## config.mk

```make
export PLATFORM = sky130hd
export DESIGN_NAME = cgra_config_sequencer_flat
export DESIGN_NICKNAME = d
export VERILOG_FILES = /design/src/rtl/cgra_config_sequencer_pkg.sv /design/src/rtl/cgra_config_sequencer_if.sv /design/src/rtl/cgra_config_sequencer_cfg_hold_counter.sv /design/src/rtl/cgra_config_sequencer.sv /design/src/flat_wrapper.sv
export SDC_FILE = /design/constraint.sdc
export NUM_CORES = 1
export LEC_CHECK = 0
export BUFFER_PORTS_ARGS = -buffer_cell sky130_fd_sc_hd__clkbuf_2
export CAP_MARGIN = 25
export CORE_AREA = 5 5 160 162
export CTS_BUF_LIST = sky130_fd_sc_hd__clkbuf_8
export DETAILED_ROUTE_END_ITERATION = 10
export DIE_AREA = 0 0 165 167
export GPL_TIMING_DRIVEN = 0
export PLACE_DENSITY = 0.76
export RECOVER_POWER = 50
export SLEW_MARGIN = 20
export SYNTH_ARGS = -nofsm -noshare
export SYNTH_HDL_FRONTEND = slang
export SYNTH_HIERARCHICAL = 1
export SYNTH_SLANG_ARGS = --single-unit
```

## constraint.sdc

```tcl
create_clock -name clk_in -period 2.9 [get_ports clk_in]
set_input_delay 0.435 -clock clk_in [delete_from_list [all_inputs] [get_ports clk_in]]
set_output_delay 0.435 -clock clk_in [all_outputs]
set_load 0.1 [all_outputs]
```

## src/rtl/cgra_config_sequencer_pkg.sv

```systemverilog
// Shared types and constants for the CGRA configuration sequencer.
// Holds the FSM state encoding, the table terminator word and the bus/counter widths.
package cgra_cfg_pkg;

    localparam int CFG_W = 32;
    localparam int RUN_W = 64;
    localparam logic [CFG_W-1:0] SENTINEL = 32'hFFFF_FFFF;

    typedef enum logic [2:0] {
        ST_IDLE,
        ST_CRST,
        ST_FETCH_A,
        ST_FETCH_D,
        ST_LOAD,
        ST_HOLD,
        ST_RUN,
        ST_DONE
    } state_e;

endpackage

```

## src/rtl/cgra_config_sequencer_if.sv

```systemverilog
// Config-memory read port plus the CGRA reset/config bus driven by the sequencer.
// master = sequencer side, slave = memory / CGRA side.
interface cgra_config_sequencer_if #(
    parameter int MEM_AW = 10
) ();
    logic                           mem_rd_en;
    logic [MEM_AW-1:0]              mem_rd_addr;
    logic [cgra_cfg_pkg::CFG_W-1:0] mem_rd_data;
    logic                           cgra_reset_out;
    logic [cgra_cfg_pkg::CFG_W-1:0] config_addr_out;
    logic [cgra_cfg_pkg::CFG_W-1:0] config_data_out;
    logic                           config_strobe;

    modport master (
        output mem_rd_en,
        output mem_rd_addr,
        input  mem_rd_data,
        output cgra_reset_out,
        output config_addr_out,
        output config_data_out,
        output config_strobe
    );

    modport slave (
        input  mem_rd_en,
        input  mem_rd_addr,
        output mem_rd_data,
        input  cgra_reset_out,
        input  config_addr_out,
        input  config_data_out,
        input  config_strobe
    );
endinterface

```

## src/rtl/cgra_config_sequencer_cfg_hold_counter.sv

```systemverilog
// Load/decrement counter; o_last is high during the final cycle of a loaded interval.
// Shared by the CGRA reset pulse and the per-pair bus hold.
module cfg_hold_counter #(
    parameter int CNT_W = 4
) (
    input  logic             clk,
    input  logic             srst,
    input  logic             i_load,
    input  logic [CNT_W-1:0] i_load_val,
    input  logic             i_dec,
    output logic             o_last
);
    logic [CNT_W-1:0] r_cnt;

    always_ff @(posedge clk) begin
        if (srst) begin
            r_cnt <= '0;
        end else if (i_load) begin
            r_cnt <= i_load_val;
        end else if (i_dec && (r_cnt != '0)) begin
            r_cnt <= r_cnt - CNT_W'(1);
        end
    end

    assign o_last = (r_cnt == CNT_W'(1));
endmodule

```

## src/rtl/cgra_config_sequencer.sv

```systemverilog
// Pulses the CGRA reset, streams (address, data) pairs from the config table
// onto the CGRA config bus, then runs the array for run_cycles and flags done.
module cgra_config_sequencer
    import cgra_cfg_pkg::*;
#(
    parameter int               MEM_AW     = 10,
    parameter int               CFG_HOLD   = 2,
    parameter int               RST_CYCLES = 4,
    parameter logic [CFG_W-1:0] SENTINEL   = cgra_cfg_pkg::SENTINEL
) (
    input  logic                   clk_in,
    input  logic                   reset_in,
    input  logic                   start,
    input  logic                   abort,
    input  logic [RUN_W-1:0]       run_cycles,
    cgra_config_sequencer_if.master bus,
    output logic                   busy,
    output logic                   done,
    output logic                   error,
    output logic [MEM_AW-1:0]      entries_loaded
);
    localparam int IDX_W    = MEM_AW - 1;
    localparam int HOLD_MAX = (CFG_HOLD > RST_CYCLES) ? CFG_HOLD : RST_CYCLES;
    localparam int CNT_W    = $clog2(HOLD_MAX + 1);

    state_e             r_state, w_state_next;
    logic [IDX_W-1:0]   r_idx, w_idx_next;
    logic [CFG_W-1:0]   r_addr_q;
    logic [RUN_W-1:0]   r_run_cycles, r_run_cnt;

    logic               r_mem_rd_en, w_mem_rd_en;
    logic [MEM_AW-1:0]  r_mem_rd_addr, w_mem_rd_addr;
    logic               r_cgra_rst, w_cgra_rst;
    logic [CFG_W-1:0]   r_cfg_addr, w_cfg_addr;
    logic [CFG_W-1:0]   r_cfg_data, w_cfg_data;
    logic               r_strobe, w_strobe;
    logic               r_busy, w_busy;
    logic               r_done, w_done;
    logic               r_error, w_error;
    logic [MEM_AW-1:0]  r_entries, w_entries;

    logic               w_accept, w_sentinel, w_last_slot, w_run_end;
    logic               w_hold_last, w_hold_done, w_hold_load, w_hold_dec;
    logic [CNT_W-1:0]   w_hold_val;

    assign w_accept    = start && !abort && ((r_state == ST_IDLE) || (r_state == ST_DONE));
    assign w_sentinel  = (bus.mem_rd_data == SENTINEL);
    assign w_last_slot = &r_idx;
    // run_cycles == 0 still spends one cycle in RUN.
    assign w_run_end   = (r_run_cycles == '0) || (r_run_cnt == r_run_cycles - RUN_W'(1));
    assign w_hold_done = (r_state == ST_HOLD) && w_hold_last && !abort;

    // One counter times both intervals: reloaded on every entry into CRST or HOLD.
    assign w_hold_load = ((w_state_next == ST_CRST) && (r_state != ST_CRST)) ||
                         ((w_state_next == ST_HOLD) && (r_state != ST_HOLD));
    assign w_hold_val  = (w_state_next == ST_CRST) ? CNT_W'(RST_CYCLES) : CNT_W'(CFG_HOLD);
    assign w_hold_dec  = (r_state == ST_CRST) || (r_state == ST_HOLD);

    cfg_hold_counter #(
        .CNT_W (CNT_W)
    ) u_hold_counter (
        .clk        (clk_in),
        .srst       (reset_in),
        .i_load     (w_hold_load),
        .i_load_val (w_hold_val),
        .i_dec      (w_hold_dec),
        .o_last     (w_hold_last)
    );

    always_ff @(posedge clk_in) begin
        if (reset_in) begin
            r_state <= ST_IDLE;
        end else begin
            r_state <= w_state_next;
        end
    end

    always_comb begin
        w_state_next = r_state;
        case (r_state)
            ST_IDLE, ST_DONE: if (w_accept) w_state_next = ST_CRST;
            ST_CRST:          if (w_hold_last) w_state_next = ST_FETCH_A;
            ST_FETCH_A:       w_state_next = ST_FETCH_D;
            ST_FETCH_D:       w_state_next = w_sentinel ? ST_RUN : ST_LOAD;
            ST_LOAD:          w_state_next = ST_HOLD;
            ST_HOLD:          if (w_hold_last) w_state_next = w_last_slot ? ST_DONE : ST_FETCH_A;
            ST_RUN:           if (w_run_end) w_state_next = ST_DONE;
            default:          w_state_next = ST_IDLE;
        endcase
        if (abort) begin
            w_state_next = ST_IDLE;
        end
    end

    // Outputs are registered, so their next values follow the next state.
    always_comb begin
        w_idx_next = r_idx;
        w_entries  = r_entries;
        w_error    = r_error;
        if (w_accept) begin
            w_idx_next = '0;
            w_entries  = '0;
            w_error    = 1'b0;
        end else if (w_hold_done) begin
            w_idx_next = r_idx + IDX_W'(1);
            w_entries  = r_entries + MEM_AW'(1);
            if (w_last_slot) begin
                w_error = 1'b1;
            end
        end

        w_mem_rd_en   = (w_state_next == ST_FETCH_A) || (w_state_next == ST_FETCH_D);
        w_mem_rd_addr = '0;
        if (w_state_next == ST_FETCH_A) begin
            w_mem_rd_addr = {w_idx_next, 1'b0};
        end else if (w_state_next == ST_FETCH_D) begin
            w_mem_rd_addr = {w_idx_next, 1'b1};
        end

        w_cgra_rst = (w_state_next == ST_CRST);
        w_busy     = (w_state_next != ST_IDLE) && (w_state_next != ST_DONE);
        w_done     = (w_state_next == ST_DONE);
        w_strobe   = (w_state_next == ST_HOLD);
        w_cfg_addr = '0;
        w_cfg_data = '0;
        if (w_state_next == ST_HOLD) begin
            if (r_state == ST_LOAD) begin
                w_cfg_addr = r_addr_q;
                w_cfg_data = bus.mem_rd_data;
            end else begin
                w_cfg_addr = r_cfg_addr;
                w_cfg_data = r_cfg_data;
            end
        end
    end

    always_ff @(posedge clk_in) begin
        if (reset_in) begin
            r_idx         <= '0;
            r_addr_q      <= '0;
            r_run_cycles  <= '0;
            r_run_cnt     <= '0;
            r_mem_rd_en   <= 1'b0;
            r_mem_rd_addr <= '0;
            r_cgra_rst    <= 1'b0;
            r_cfg_addr    <= '0;
            r_cfg_data    <= '0;
            r_strobe      <= 1'b0;
            r_busy        <= 1'b0;
            r_done        <= 1'b0;
            r_error       <= 1'b0;
            r_entries     <= '0;
        end else begin
            r_idx         <= w_idx_next;
            r_mem_rd_en   <= w_mem_rd_en;
            r_mem_rd_addr <= w_mem_rd_addr;
            r_cgra_rst    <= w_cgra_rst;
            r_cfg_addr    <= w_cfg_addr;
            r_cfg_data    <= w_cfg_data;
            r_strobe      <= w_strobe;
            r_busy        <= w_busy;
            r_done        <= w_done;
            r_error       <= w_error;
            r_entries     <= w_entries;
            r_run_cnt     <= (r_state == ST_RUN) ? r_run_cnt + RUN_W'(1) : '0;
            if (r_state == ST_FETCH_D) begin
                r_addr_q <= bus.mem_rd_data;
            end
            if (w_accept) begin
                r_run_cycles <= run_cycles;
            end
        end
    end

    assign bus.mem_rd_en       = r_mem_rd_en;
    assign bus.mem_rd_addr     = r_mem_rd_addr;
    assign bus.cgra_reset_out  = r_cgra_rst;
    assign bus.config_addr_out = r_cfg_addr;
    assign bus.config_data_out = r_cfg_data;
    assign bus.config_strobe   = r_strobe;
    assign busy                = r_busy;
    assign done                = r_done;
    assign error               = r_error;
    assign entries_loaded      = r_entries;
endmodule

```

## src/flat_wrapper.sv

```systemverilog
// flat-port wrapper written by rule: the top's interface ports become plain ports
module cgra_config_sequencer_flat import cgra_cfg_pkg::*;
#(
    parameter int               MEM_AW     = 10,
    parameter int               CFG_HOLD   = 2,
    parameter int               RST_CYCLES = 4,
    parameter logic [CFG_W-1:0] SENTINEL   = cgra_cfg_pkg::SENTINEL
)
  (clk_in, reset_in, start, abort, run_cycles, busy, done, error, entries_loaded, bus_mem_rd_en, bus_mem_rd_addr, bus_mem_rd_data, bus_cgra_reset_out, bus_config_addr_out, bus_config_data_out, bus_config_strobe);
  cgra_config_sequencer_if #(.MEM_AW(MEM_AW)) bus_i ();
  input  logic clk_in;
  input  logic reset_in;
  input  logic start;
  input  logic abort;
  input  logic [RUN_W-1:0] run_cycles;
  output logic busy;
  output logic done;
  output logic error;
  output logic [MEM_AW-1:0] entries_loaded;
  output wire logic [$bits(bus_i.mem_rd_en)-1:0] bus_mem_rd_en;
  output wire logic [$bits(bus_i.mem_rd_addr)-1:0] bus_mem_rd_addr;
  input wire logic [$bits(bus_i.mem_rd_data)-1:0] bus_mem_rd_data;
  output wire logic [$bits(bus_i.cgra_reset_out)-1:0] bus_cgra_reset_out;
  output wire logic [$bits(bus_i.config_addr_out)-1:0] bus_config_addr_out;
  output wire logic [$bits(bus_i.config_data_out)-1:0] bus_config_data_out;
  output wire logic [$bits(bus_i.config_strobe)-1:0] bus_config_strobe;
  assign bus_mem_rd_en = bus_i.mem_rd_en;
  assign bus_mem_rd_addr = bus_i.mem_rd_addr;
  assign bus_i.mem_rd_data = bus_mem_rd_data;
  assign bus_cgra_reset_out = bus_i.cgra_reset_out;
  assign bus_config_addr_out = bus_i.config_addr_out;
  assign bus_config_data_out = bus_i.config_data_out;
  assign bus_config_strobe = bus_i.config_strobe;
  cgra_config_sequencer #(.MEM_AW(MEM_AW), .CFG_HOLD(CFG_HOLD), .RST_CYCLES(RST_CYCLES), .SENTINEL(SENTINEL)) u_core (.clk_in(clk_in), .reset_in(reset_in), .start(start), .abort(abort), .run_cycles(run_cycles), .bus(bus_i), .busy(busy), .done(done), .error(error), .entries_loaded(entries_loaded));
endmodule
```

== After elaboration in Yosys (flattened, before gate mapping) ==
Index checks and enable logic that the tools add are counted.

* Flip-flop bits (word level): 265
* Input bits: 100
* Output and inout port bits: 90
* Word-level logic and storage cells: 83

* Add/subtract/negate cells: 5
* Equality and inequality tests: 18
* Multiplexer cells: 15
* Bitwise operators: 2
* Reduce and logical (&&, ||, !) cells: 26

{| class="wikitable"
|+ Operators with widths
! operator !! count
|-
| $add A64 B1 Y64 const B || 1
|-
| $eq A64 B64 Y1 || 1
|-
| $logic_not A64 Y1 || 1
|-
| $sub A64 B1 Y64 const B || 1
|-
| $eq A32 B32 Y1 const B || 1
|-
| $mux W3 || 9
|-
| $pmux W3 S7 || 1
|-
| $mux W10 || 2
|-
| $eq A3 B3 Y1 const B || 6
|-
| $mux W9 || 2
|-
| $eq A3 B2 Y1 const B || 4
|-
| $add A10 B1 Y10 const B || 1
|-
| $reduce_and A10 Y1 || 1
|-
| $reduce_or A2 Y1 || 5
|-
| $add A9 B1 Y9 const B || 1
|-
| $eq A3 B1 Y1 const B || 3
|-
| $reduce_and A9 Y1 || 1
|-
| $logic_and A1 B1 Y1 || 8
|-
| $ne A3 B3 Y1 const B || 2
|-
| $reduce_bool A3 Y1 || 2
|-
| $logic_or A1 B1 Y1 || 5
|-
| $logic_not A3 Y1 || 1
|-
| $ne A3 B1 Y1 const B || 1
|-
| $sub A3 B1 Y3 const B || 1
|-
| 4 further kinds || 5
|}

== Logic depth before layout (Yosys ltp) ==
* Word-level depth: 10
* Mapped depth: 15
* Gate-level depth less buffers: 15

== Cells and area by module ==
Netlist, hierarchy kept.

{| class="wikitable"
|+ By module, submodules not included
! module !! times used !! cells an instance !! area each (µm²) !! seq. area each (µm²)
|-
| cgra_config_sequencer || 1 || 1581 || 12235.5 || 5245.0
|-
| cfg_hold_counter || 1 || 25 || 242.7 || 60.1
|}

== Worst setup path before layout ==
Ideal clock, no wire load.

* Path kind: reg-to-reg
* Start: register u_core.r_run_cycles[21]
* End: register u_core.r_done, in the netlist u_core/done
* Library setup time: 0.073 ns
* Arrival time: 2.995 ns
* Data required time: 2.827 ns
* Path slack: -0.167 ns
* Stages on the path, launching flop included: 11
* Path buffers: 1
* Clock period less this slack: 3.067 ns
* Cell sequence: dfxtp_1 > buf_6 > or4_4 > or4_1 > a2111oi_0 > o21ai_0 > a2111oi_0 > and4_1 > nand4_1 > o32a_1 > nor3b_2

* Word-level cells in the longest chain between the ends: 7
* Elaborated cells on any way between the ends: 8
* Those cells by class: add/sub (1); eq/ne (2); mux (3); reduce/logical (2)

{| class="wikitable"
|+ RTL lines
! element !! RTL line !! text
|-
| from (decl) || cgra_config_sequencer.sv:29 || <nowiki>logic [RUN_W-1:0] r_run_cycles, r_run_cnt;</nowiki>
|-
| from (signal assigned) || cgra_config_sequencer.sv:170 || <nowiki>r_run_cycles <= run_cycles;</nowiki>
|-
| $sub A64 B1 Y64 || cgra_config_sequencer.sv:50 || <nowiki>assign w_run_end = (r_run_cycles == '0) || (r_run_cnt == r_run_cycles - RUN_W'(1));</nowiki>
|-
| $eq A64 B64 Y1 || cgra_config_sequencer.sv:50 ||
|-
| $logic_or A1 B1 Y1 (*) || cgra_config_sequencer.sv:50 ||
|-
| $mux W3 (*) || cgra_config_sequencer.sv:87 || <nowiki>ST_RUN: if (w_run_end) w_state_next = ST_DONE;</nowiki>
|-
| $pmux W3 S7 (*) || cgra_config_sequencer.sv:80 || <nowiki>case (r_state)</nowiki>
|-
| $mux W3 (*) || cgra_config_sequencer.sv:90 || <nowiki>if (abort) begin</nowiki>
|-
| $eq A3 B3 Y1 (*) || cgra_config_sequencer.sv:122 || <nowiki>w_done = (w_state_next == ST_DONE);</nowiki>
|-
| to (signal assigned) || cgra_config_sequencer.sv:162 || <nowiki>r_done <= w_done;</nowiki>
|-
| to (decl) || cgra_config_sequencer.sv:38 || <nowiki>logic r_done, w_done;</nowiki>
|}

Mark *: on every way between the ends. The rest lies on a longest branch, timed or not.
A chain may end at the register's enable or synchronous reset.

== Worst setup path after layout ==
* Start: register u_core.r_run_cycles[24]
* End: register u_core.r_done, in the netlist u_core/done

The elaborated chain is that of the path after synthesis.

==> metrics.txt <==
Setup CP Type register to register; RSZ-0062 raised after global routing yes; root buf cell clkbuf_8; vias in the first global route 11.65k; gpl congestion 0.9662; Post-CTS Hold Buffers 0; max-slew violation count 0; reg2reg end u_core/done; Synth Area in Simple Gates 30.00%; FP Rows 57; vias per inst 5.555; DP Wirelength 27,020 µm; max incr delay on CP 540 ps; worst reg-to-reg path cell count 9; run status finished with violations; Synth Flop Type dfxtp_1; post-route cell area 15,210 µm²; Starting Density 52.07%; Final Hold Viols 0; DIE HEIGHT 167 µm; hold path start run_cycles[27]; Seq/Total Area, Yosys 42.51%; initial antenna violation count 2; Syn Inst Count 1,606; Worst Path Buf+Inv 0; post-synth top area cell dfxtp_1; Multi-input gate area 7123 µm²; CTS tree yes; antenna viol nets, final 0; slew margin rel. 15.34%; Pleak 5.402 nW; fill count 2,188; max_cap viols 0; Synth Area in Compound Gates 12.08%; Max Root-Sink Buffers 3; Setup WS post-layout -421.8 ps; DRC 0; Diodes inserted 0; Worst Tran Pin Value 1275 ps; Yosys top cell area share 42.51%; Mapped Nets 1,714; CP startpoint u_core/r_run_cycles[24]; CORE AREA 23,960 µm²; Async SR Flop Fraction 0%; I/O Buffers 189; Synth Cell Area 12,480 µm²; Post-synth top cells 384 x nand2_1, 265 x dfxtp_1, 186 x a21oi_1; Worst Skew 18.37 ps; Worst R2R Start u_core/r_run_cycles[24]; Cell Chain, Critical Path or4_4 > or4_4 > a2111oi_4 > o21ai_1 > a2111oi_2 > and4_1 > nand4_1 > o32a_1 > nor3b_2; XOR/XNOR share of the synthesized area 10.81%; final cycle utilization of the critical path 114.5%; Post-DP Area 13,870 µm²; Hold Path Class primary input to register; Seq cells post-synth 265; fmax 0.3010 GHz; critical path endpoint u_core/done; YS warnings 6; violated checks setup timing; area delta synth->final 21.93%; Worst-path clk slew 60 ps; Initial DRT Pass Iterations 7; critical path launch point type register; GRT overflow 0; crit-path most repeated cell or4_4; largest family of logic cells by synthesized area simple AND/OR/NAND/NOR gates; final core area utilization 63.49%; power density cells 545.5 nW/µm²; CTS buffer count 44; first-pass GRT wire length 58,640 µm; fin nets 1,969; Routed WL per cell 16.49 µm; pin count of the biggest net entering global routing 14; Die W 165 µm; Synth area leaders dfxtp_1 43%, nand2_1 12%, a21oi_1 7.5%, xor2_1 5.6%, xnor2_1 5.2%; cell depth of the worst setup path 9; r2r setup slk -420 ps; Crit path required time 3390 ps; CTS Sinks 265; Avg Inst Size Synth 7.770 µm²; post-synthesis mux area share 0.4011%; leading cell type by number of instances after synthesis nand2_1; min cycle time layout 3322 ps; DRT iter0 DRCs 863; GRT Total Usage 25.82%; slowest CP cell or4_4; Via Count 12.32k; full die area 27,560 µm²; Worst Path Arrival 3810 ps; CP delay by family, top simple AND/OR/NAND/NOR gates; Final setup viols 19; final wirelength 36,580 µm; Ports 190; hold slack final 80.01 ps; Design Power 0.008299 W; Worst VDD drop 0.0003785 V; sequential cell area 5326 µm²; Crit. End Element register; post-synth cell types 71; CTS H-tree lvls 2; clk_lat worst skew 580 ps; Synth Area in Adders 0.8022%; Post-synth EDFFs 0; crit path max fanout 8; layout cells sized above 1 15.15%
[metrics by stage]
stage                     setup TNS, ps  worst slack [ps]  std cells
after global routing              -7710            -576.0       2218
final                             -3913            -421.8       2218
after detailed placement          -8259             -1120       2121
after floorplan                  -155.3            -90.73       1606
after global placement           -19200             -1127       2119
after CTS                         -1636            -406.0       2210
[where the power goes]
group	switching, W	internal (W)
sequential	0.0000868	0.00369
clock	0.00153	0.00183
combinational	0.000689	0.000461
[layer usage]
metal / global-route usage [%] / wire, µm
met3: 6.006 / 2621
met4: 8.969 / 1229
met5: 0 / 25
met1: 33.19 / 15510
met2: 42.40 / 17190
[worst min-delay path by stage]
| stage | endpoint | slack, ps | depth (start not counted) |
|---|---|---|---|
| global placement | u_core/bus.config_addr_out[18] | 440 | 2 |
| detailed placement | u_core/bus.config_addr_out[22] | 450 | 2 |
| global route | u_core/r_run_cycles[57] | 70 | 3 |
| floorplan | u_core/bus.config_addr_out[31] | 430 | 2 |
| finish | u_core/r_run_cycles[27] | 80 | 3 |
| CTS | u_core/r_run_cycles[27] | 60 | 3 |
[layout make-up]
class                      instances  share of cell area, %
multi-input combinational       1232                  46.82
sequential                       265                  35.01
timing repair buffer             221                  7.007
clock buffer                      52                  4.704
tap                              324                  2.664
buffer                            79                  2.097
clock inverter                    27                  1.258
inverter                          18                 0.4441
[cell families after synthesis]
kind of cell | count (synthesis)
flip-flops | 265
adder cells (fa/ha/maj) | 8
other | 1
XOR/XNOR | 154
AND/OR/NAND/NOR | 798
multiplexers | 5
buffers and inverters | 109
AO/OA/AOI/OAI | 266
[registers in the layout, indices dropped and copies added, names as in the netlist, 3 cells and up]
signal,flops
u_core/bus.config_data_out,32
u_core/u_hold_counter/r_cnt,3
u_core/r_idx,9
u_core/bus.config_addr_out,32
u_core/r_run_cycles,64
u_core/bus.mem_rd_addr,10
u_core/r_run_cnt,64
u_core/entries_loaded,10
u_core/r_addr_q,32
u_core/r_state,3
[placed cells by master (no fill, tap or decap), types with 11 or more instances in the layout]
cell type  count
a21oi_1      185
and3_1        21
buf_4         26
clkbuf_1     160
clkbuf_2     105
clkbuf_8      52
dfxtp_1      252
dfxtp_2       11
inv_1         30
nand2_1      384
nand3_1       40
nand4_1       38
nor2_1       125
nor3_1        43
nor4_1        18
o21ai_0       28
or3_1         17
or4_1         11
xnor2_1       74
xor2_1        80
[what timing repair did]
item	CTS	global route
buffers inserted	15	14
pin swaps	25	15
endpoints found under the setup margin	28	79
cloned	0	0
gates resized for setup	71	39
[tightest hold or removal path, delay by kind of cell]
| family | cells | cell delay [ps] |
|---|---|---|
| AO/OA/AOI/OAI | 1 | 50 |
| buffers and inverters | 1 | 80 |
| AND/OR/NAND/NOR | 1 | 50 |
Note: power is estimated with default switching activity, not from simulation.
